==> config.mk <==
export PLATFORM = sky130hd
export DESIGN_NAME = mlp_layer_seq
export DESIGN_NICKNAME = d
export VERILOG_FILES = /design/src/rtl/mlp_layer_seq.sv
export SDC_FILE = /design/constraint.sdc
export NUM_CORES = 1
export LEC_CHECK = 0
export ABC_AREA = 1
export CORE_MARGIN = 3
export CORE_UTILIZATION = 35
export CTS_CLUSTER_SIZE = 10
export DETAILED_ROUTE_END_ITERATION = 12
export HOLD_SLACK_MARGIN = 0.1
export RECOVER_POWER = 25
export SLEW_MARGIN = 10
export SYNTH_ARGS = -nofsm -noshare
export SYNTH_HDL_FRONTEND = slang
export SYNTH_SLANG_ARGS = --single-unit
==> constraint.sdc <==
create_clock -name clk -period 7.56 [get_ports clk]
set_input_delay 1.512 -clock clk [delete_from_list [all_inputs] [get_ports clk]]
set_output_delay 1.512 -clock clk [all_outputs]
set_load 0.01 [all_outputs]
==> src/rtl/mlp_layer_seq.sv <==
// Serial fully-connected layer: one signed MAC walks N_OUT neurons over N_IN inputs.
// Optional argmax tracker enabled with MLP_LAYER_ARGMAX_EN.
module mlp_layer_seq #(
  parameter  int DATA_W   = 8,
  parameter  int N_IN     = 8,
  parameter  int N_OUT    = 8,
  parameter  int FRAC     = 4,
  parameter  int ACT_MODE = 1,
  localparam int ACC_W    = 2*DATA_W + $clog2(N_IN) + 1,
  localparam int DEPTH    = N_OUT*N_IN + N_OUT,
  localparam int CA_W     = $clog2(DEPTH),
  localparam int IDX_W    = $clog2(N_OUT)
) (
  input  logic                   clk,
  input  logic                   rst_n,
  input  logic                   cfg_we,
  input  logic [CA_W-1:0]        cfg_addr,
  input  logic [DATA_W-1:0]      cfg_wdata,
  output logic                   cfg_busy,
  input  logic                   in_valid,
  output logic                   in_ready,
  input  logic [N_IN*DATA_W-1:0] in_data,
  output logic                   out_valid,
  input  logic                   out_ready,
  output logic [DATA_W-1:0]      out_data,
  output logic [IDX_W-1:0]       out_idx,
`ifdef MLP_LAYER_ARGMAX_EN
  output logic [IDX_W-1:0]       out_argmax,
`endif
  output logic                   out_last
);

  localparam int K_W = $clog2(N_IN);
  localparam int PW  = 2*DATA_W;
  localparam int SMAX_I = (1 <<< (DATA_W-1)) - 1;
  localparam logic signed [ACC_W-1:0] SMAX = ACC_W'(SMAX_I);
  localparam logic signed [ACC_W-1:0] SMIN = ~SMAX;

  typedef enum logic [1:0] {
    IDLE,
    MAC,
    ACT,
    OUT
  } state_e;

  state_e                  state_q;
  logic [DATA_W-1:0]       mem_q [DEPTH];
  logic [DATA_W-1:0]       x_q [N_IN];
  logic [IDX_W-1:0]        n_q;
  logic [K_W-1:0]          k_q;
  logic signed [ACC_W-1:0] acc_q;
  logic                    out_valid_q;
  logic                    out_last_q;
  logic [DATA_W-1:0]       out_data_q;
  logic [IDX_W-1:0]        out_idx_q;

  logic                    idle;
  logic                    hs;
  logic                    cfg_ok;
  logic                    n_last;
  logic                    k_last;
  logic [IDX_W-1:0]        n_nxt;
  logic signed [DATA_W-1:0] x_k;
  logic signed [DATA_W-1:0] w_k;
  logic signed [DATA_W-1:0] b_sel;
  logic signed [PW-1:0]    prod;
  logic signed [ACC_W-1:0] prod_ext;
  logic signed [ACC_W-1:0] bias_sh;
  logic signed [ACC_W-1:0] r;
  logic signed [ACC_W-1:0] sat;
  logic [DATA_W-1:0]       act;

  always_comb begin
    idle   = (state_q == IDLE);
    hs     = idle & in_valid;
    cfg_ok = idle & cfg_we & (int'(cfg_addr) < DEPTH);
    n_last = (n_q == IDX_W'(N_OUT-1));
    k_last = (k_q == K_W'(N_IN-1));
    // Bias for the neuron about to start: n=0 from IDLE, n+1 from OUT
    n_nxt  = (idle | n_last) ? '0 : n_q + 1'b1;
    x_k    = x_q[k_q];
    w_k    = mem_q[CA_W'(int'(n_q)*N_IN + int'(k_q))];
    b_sel  = mem_q[CA_W'(N_OUT*N_IN + int'(n_nxt))];
    prod     = x_k * w_k;
    prod_ext = ACC_W'(prod);
    bias_sh  = ACC_W'(b_sel) <<< FRAC;
    r        = acc_q >>> FRAC;
    if (ACT_MODE == 1 && r[ACC_W-1]) begin
      sat = '0;
    end else if (r > SMAX) begin
      sat = SMAX;
    end else if (r < SMIN) begin
      sat = SMIN;
    end else begin
      sat = r;
    end
    act = sat[DATA_W-1:0];
  end

  // Coefficient RAM keeps its contents across reset
  always_ff @(posedge clk) begin
    if (cfg_ok) begin
      mem_q[cfg_addr] <= cfg_wdata;
    end
  end

  always_ff @(posedge clk or negedge rst_n) begin
    if (!rst_n) begin
      state_q     <= IDLE;
      n_q         <= '0;
      k_q         <= '0;
      acc_q       <= '0;
      out_valid_q <= 1'b0;
      out_last_q  <= 1'b0;
      out_data_q  <= '0;
      out_idx_q   <= '0;
      for (int k = 0; k < N_IN; k++) begin
        x_q[k] <= '0;
      end
    end else begin
      unique case (state_q)
        IDLE: begin
          if (hs) begin
            for (int k = 0; k < N_IN; k++) begin
              x_q[k] <= in_data[k*DATA_W +: DATA_W];
            end
            n_q     <= '0;
            k_q     <= '0;
            acc_q   <= bias_sh;
            state_q <= MAC;
          end
        end
        MAC: begin
          acc_q <= acc_q + prod_ext;
          if (k_last) begin
            state_q <= ACT;
          end else begin
            k_q <= k_q + 1'b1;
          end
        end
        ACT: begin
          out_data_q  <= act;
          out_idx_q   <= n_q;
          out_last_q  <= n_last;
          out_valid_q <= 1'b1;
          state_q     <= OUT;
        end
        OUT: begin
          if (out_ready) begin
            out_valid_q <= 1'b0;
            if (out_last_q) begin
              state_q <= IDLE;
            end else begin
              n_q     <= n_q + 1'b1;
              k_q     <= '0;
              acc_q   <= bias_sh;
              state_q <= MAC;
            end
          end
        end
        default: state_q <= IDLE;
      endcase
    end
  end

`ifdef MLP_LAYER_ARGMAX_EN
  logic signed [DATA_W-1:0] max_q;
  logic [IDX_W-1:0]         amax_q;

  // Strict compare keeps the lowest index on ties
  always_ff @(posedge clk or negedge rst_n) begin
    if (!rst_n) begin
      max_q  <= {1'b1, {(DATA_W-1){1'b0}}};
      amax_q <= '0;
    end else if (hs) begin
      max_q  <= {1'b1, {(DATA_W-1){1'b0}}};
      amax_q <= '0;
    end else if (state_q == ACT && $signed(act) > max_q) begin
      max_q  <= $signed(act);
      amax_q <= n_q;
    end
  end

  assign out_argmax = amax_q;
`endif

  assign cfg_busy  = ~idle;
  assign in_ready  = idle;
  assign out_valid = out_valid_q;
  assign out_data  = out_data_q;
  assign out_idx   = out_idx_q;
  assign out_last  = out_last_q;

endmodule

==> impl_metrics.tcl, run 1 <==
set metrics [dict create \
    grt.met1_usage 0.243 \
    clkTransAtPathRegs_ps 60 \
    clkSinkCount 681 \
    h-tree-depth 3 \
    drv_slew 550 \
    worstSetupStartpointType "register" \
    rsz0062_at_grt "false" \
    first_global_vias 21279 \
    grt_max_degree 156 \
    ant_nets 0 \
    placed_area_um2 34100 \
    synthTopCellsByArea "edfxtp_1, nand2_1, dfrtp_1, nand3_1, fa_1" \
    finalCriticalPeriod_ps 6720 \
    clockBufferDepth 3 \
    vias 21468 \
    antenna_found_initial 3 \
    final_util 0.403 \
    required_ps 8050 \
    setup_viol 0 \
    grt_use_total 0.172 \
    finalHoldViolations 0 \
    worst-path-max-fanout 155 \
    ys_types 40 \
    met2_usage 0.274 \
    use_met3 0.0298 \
    syn_inst 2908 \
    wirelength_mm 81.7 \
    io_pins 99 \
    initial_core_util 0.355 \
    yosys_warnings 0 \
    ys_ff_latch 681 \
    detail_route.first_pass.iterations 5 \
    syn_nets 3134 \
    vias_per_cell 5.12 \
    cts-resized-gates 0 \
    worstMarginPinSlew_ps 4060 \
    cts_setup_buffers 0 \
    violations "max-capacitance violations, max-slew violations" \
    final_common_cell "nand2_1" \
    finClkSkew_ps 23.5 \
    die_width_um 308 \
    setup_tns_ps 0 \
    fin_area_um2 36300 \
    areaGrowthSynthToFinish_pct 13.5 \
    hold_path.class "reg -> reg" \
    synth_top_cell_by_area "edfxtp_1" \
    nets 3207 \
    dieHeight_um 308 \
    n_fill_cell 8613 \
    drive_above_1_share 0.0796 \
    grt-busiest-layer "met2" \
    whs_ps 483 \
    drt_iter0_markers 1999 \
    portBuffers 98 \
    status "complete, but fails checks" \
    cts_root_buffer "clkbuf_16" \
    gr-total-overflow 0 \
    drc_errors 0 \
    wl_per_cell_um 19.5 \
    layout_common_cells "nand2_1, edfxtp_1, nand3_1, nor2_1, inv_1" \
    max_freq_ghz 0.149 \
    crit_type "reg -> reg" \
    endpoint_kind "register" \
    insertion_delay_ps 630 \
    yosysTopAreaCellShare 0.540 \
    core-area_um2 90300 \
    numCtsBuffers 79 \
    drv_cap 8 \
    netlist_area_um2 32000 \
    tritoncts "yes" \
    yosysSeqAreaShare 0.622 \
    grt_pass1_wl_mm 126 \
    relSlewSlack -1.70 \
    period_share 0.889 \
    hpwl_mm 49.5 \
    rows 110 \
    cts_hold_buf 0 \
    worst_ep_arrival_time_ps 7210 \
    syn_avg_cell_area_um2 11.0 \
    gp_congestion 0.854 \
    die-area_um2 95100 \
]
-- area by class of cell --
class	count	area, um^2	area share
diodes	1	2.50	0.0000689
clock buffers	109	2160	0.0595
clock inverters	5	109	0.00300
inverters	173	661	0.0182
multi-input cells	1909	10700	0.294
flip-flops and latches	681	19900	0.548
well taps	1176	1470	0.0405
repair buffers	137	1310	0.0361
-- kinds of logic after synthesis --
family,after synthesis,synth area share
AO/OA/AOI/OAI,201,0.0353
XOR/XNOR,9,0.00246
adder cells (fa/ha/maj),142,0.0761
buffers and inverters,318,0.0437
flip-flops,681,0.622
multiplexers,64,0.0225
AND/OR/NAND/NOR,1493,0.197
-- final timing paths --
path | start | endpoint | slack (ps) | depth (start not counted)
worst max-delay path | k_q[0]$_DFFE_PN0P_ | acc_q[15]$_DFFE_PN0P_ | 840 | 25
worst min-delay path | out_data[4]$_DFFE_PN0P_ | out_data[4]$_DFFE_PN0P_ | 480 | 2
worst max register to register | k_q[0]$_DFFE_PN0P_ | acc_q[15]$_DFFE_PN0P_ | 840 | 25
worst min register to register | out_data[4]$_DFFE_PN0P_ | out_data[4]$_DFFE_PN0P_ | 480 | 2
max in group asynchronous | rst_n | k_q[1]$_DFFE_PN0P_ | 4060 | 2
min in group asynchronous | rst_n | x_q[48]$_DFFE_PN0P_ | 1530 | 1
-- stage by stage --
step,worst slack (ps),cells
after CTS,921,4190
after global routing,406,4190
after floorplan,1730,2908
final,836,4191
after detailed placement,972,4076
after global placement,1010,4076
-- registers in the layout, indices dropped and copies added, names as in the netlist --
| signal | flops |
|---|---|
| acc_q | 20 |
| k_q | 3 |
| mem_q | 576 |
| n_q | 3 |
| out_data | 8 |
| out_idx | 3 |
| out_last | 1 |
| out_valid | 1 |
| state_q | 2 |
| x_q | 64 |
-- Yosys cell counts (all sizes together) --
| cell | n |
|---|---|
| buf | 108 |
| or2 | 13 |
| edfxtp | 576 |
| nor4 | 1 |
| a21oi | 56 |
| o21ai | 100 |
| o22ai | 15 |
| nand2 | 804 |
| nand4 | 5 |
| fa | 88 |
| dfrtp | 105 |
| nor3 | 1 |
| xnor2 | 4 |
| o2bb2ai | 1 |
| a21o | 1 |
| a31oi | 2 |
| nor2 | 180 |
| inv | 169 |
| xor2 | 5 |
| clkinv | 4 |
| o21bai | 4 |
| o21a | 1 |
| o211ai | 19 |
| a32o | 2 |
| mux2 | 64 |
| and2 | 1 |
| clkbuf | 37 |
| nand3 | 485 |
| nand3b | 3 |
| ha | 54 |
-- metal layers --
| layer | part of all wire | vias up |
|---|---|---|
| li1 | - | 10093 |
| met1 | 0.45 | 10550 |
| met2 | 0.46 | 699 |
| met3 | 0.061 | 124 |
| met4 | 0.023 | 2 |
| met5 | 0.00018 | - |
-- critical path, cell delays in order (launching register included) --
cell,delay [ps]
dfrtp_4,480
buf_12,390
nand2_1,110
nand3_1,120
nand3_1,80
nand2_1,150
nand2_1,60
nand3_1,150
nand3_1,200
nand2_2,210
nand2_1,110
inv_1,560
fa_1,570
fa_1,500
fa_1,580
fa_1,420
ha_1,290
ha_1,340
nand2_1,120
nor2_1,140
inv_1,70
or2_2,300
nand3_1,80
nand2_1,50
nand3_1,70
a21oi_1,80
Power of run 1 is not shown: default switching activity piles up to over one toggle a cycle in this logic, so the estimate is an artifact.
==> inputs of run 2 (changes only) <==
Settings changed: CORE_UTILIZATION 35 to 55, PLACE_DENSITY set to 0.73.
==> run 2 against run 1 <==
  * The flow still finishes with violations (max-capacitance violations, max-slew violations)
  * Clock skew up 1.8 ps
  * Flip-flop and latch count unchanged
  * Hold slack about the same
  * Routed wire length down 4.3%
  * Core utilization up 23 points
  * Fmax down 0.62%
  * Critical path depth down 3
  * Register-to-register slack worse by 40 ps
  * Critical path type unchanged
==> impl_metrics.tcl, run 2 (synthesis results as in run 1) <==
set metrics [dict create \
    placed_area_um2 33600 \
    stdcell_count 3773 \
    vias_per_cell 5.77 \
    fin_area_um2 35800 \
    path_cells "clkbuf_1 > nand2_1 > nand3_1 > nand3_1 > nand2_2 > nand2_1 > inv_1 > fa_1 > fa_1 > fa_1 > fa_1 > ha_1 > ha_1 > nand2_1 > inv_1 > nand2_1 > and2_1 > or2_2 > nand3_1 > nand2_1 > nand3_1 > a21oi_1" \
    worst-path-max-fanout 33 \
    clkSinkCount 681 \
    portBuffers 98 \
    required_ps 8050 \
    cts_setup_buffers 0 \
    cts_root_buffer "clkbuf_16" \
    nets 3205 \
    place_inst 3654 \
    wl_per_cell_um 20.7 \
    top_regs "mem_q: 576 flops, x_q: 64 flops, acc_q: 20 flops" \
    worstMarginPinSlew_ps 3790 \
    die_width_um 247 \
    tritoncts "yes" \
    reg2reg_slack_ps 790 \
    worst_ep_arrival_time_ps 7250 \
    hold_path.class "reg -> reg" \
    clkTransAtPathRegs_ps 60 \
    finalHoldViolations 0 \
    antenna_found_initial 0 \
    ant_nets 0 \
    violations "max-capacitance violations, max-slew violations" \
    finalCriticalPeriod_ps 6770 \
    clockBufferDepth 3 \
    dieHeight_um 247 \
    vias 21771 \
    core-area_um2 56900 \
    drt_iter0_markers 2263 \
    cts_hold_buf 0 \
    drive_above_1_share 0.0786 \
    insertion_delay_ps 610 \
    drv_cap 8 \
    grt_use_total 0.259 \
    wirelength_mm 78.2 \
    cpMostUsedCell "nand2_1" \
    max_freq_ghz 0.148 \
    grt_pass1_wl_mm 121 \
    grt_max_degree 148 \
    setup_viol 0 \
    setup_tns_ps 0 \
    areaGrowthSynthToFinish_pct 11.8 \
    slowest_delay_ps 1230 \
    worstSetupStartpointType "register" \
    relSlewSlack -1.53 \
    numCtsBuffers 79 \
    drc_errors 0 \
    endpoint_kind "register" \
    largest_reg_flops 576 \
    pre_cts_slack_ps 1010 \
    final_common_cell "nand2_1" \
    rsz0062_at_grt "false" \
    fin_ws_ps 794 \
    detail_route.first_pass.iterations 6 \
    slowest_stage "clkbuf_1" \
    layout_common_cells "nand2_1, edfxtp_1, nand3_1, nor2_1, inv_1" \
    first_global_vias 21730 \
    rows 87 \
    io_pins 99 \
    largest-register "mem_q" \
    gp_congestion 0.899 \
    crit_type "reg -> reg" \
    die-area_um2 61100 \
    finClkSkew_ps 25.2 \
    initial_core_util 0.562 \
    period_share 0.895 \
    diodes 0 \
    gr-total-overflow 0 \
    status "complete, but fails checks" \
    h-tree-depth 3 \
    cts-resized-gates 0 \
    hpwl_mm 48.5 \
    drv_slew 511 \
]
-- run 2: cell types whose count changed in the layout (fill, tap and decap cells not counted), moves of 2 or more --
cell / change
clkbuf_1: +5
inv_16: -2
buf_4: -4
clkbuf_8: -3
buf_12: +2
-- run 2: final timing paths --
| path | start | end | depth (start not counted) |
|---|---|---|---|
| setup / recovery | n_q[0]$_DFFE_PN0P_ | acc_q[15]$_DFFE_PN0P_ | 22 |
| max in group asynchronous | rst_n | k_q[1]$_DFFE_PN0P_ | 2 |
| hold / removal | out_data[3]$_DFFE_PN0P_ | out_data[3]$_DFFE_PN0P_ | 2 |
| hold reg to reg | out_data[3]$_DFFE_PN0P_ | out_data[3]$_DFFE_PN0P_ | 2 |
| min in group asynchronous | rst_n | x_q[19]$_DFFE_PN0P_ | 1 |
| setup reg to reg | n_q[0]$_DFFE_PN0P_ | acc_q[15]$_DFFE_PN0P_ | 22 |
-- run 2: layout make-up --
cell class / count / area [um^2]
repair buffers: 135 / 1320
clock buffers: 112 / 2160
fillers: 4276 / 21200
clock inverters: 7 / 55.1
flip-flops and latches: 681 / 19900
multi-input cells: 1909 / 10700
inverters: 173 / 659
well taps: 756 / 946
-- run 2: layer usage --
layer,track usage,part of all wire,vias up
met1,0.343,0.40,10589
li1,-,-,10086
met3,0.0439,0.082,153
met5,0,0,-
met2,0.429,0.48,943
met4,0.108,0.038,0
-- run 2: worst max-delay path: cells and delay by family (launching register included) --
family,cells,cell delay [ps]
adders and majority gates,6,2710
buffers and inverters,3,1840
DFF,1,350
and+or+nand+nor,12,1640
AOI/OAI and AO/OA,1,80
-- run 2: per-stage QoR --
stage | util | hold WS (ps)
final | 0.628 | 483
after global routing | 0.628 | 507
after CTS | 0.629 | 486
after detailed placement | 0.590 | 469
after global placement | 0.590 | 471
after floorplan | - | 456
Power of run 2 is left out for the same reason.
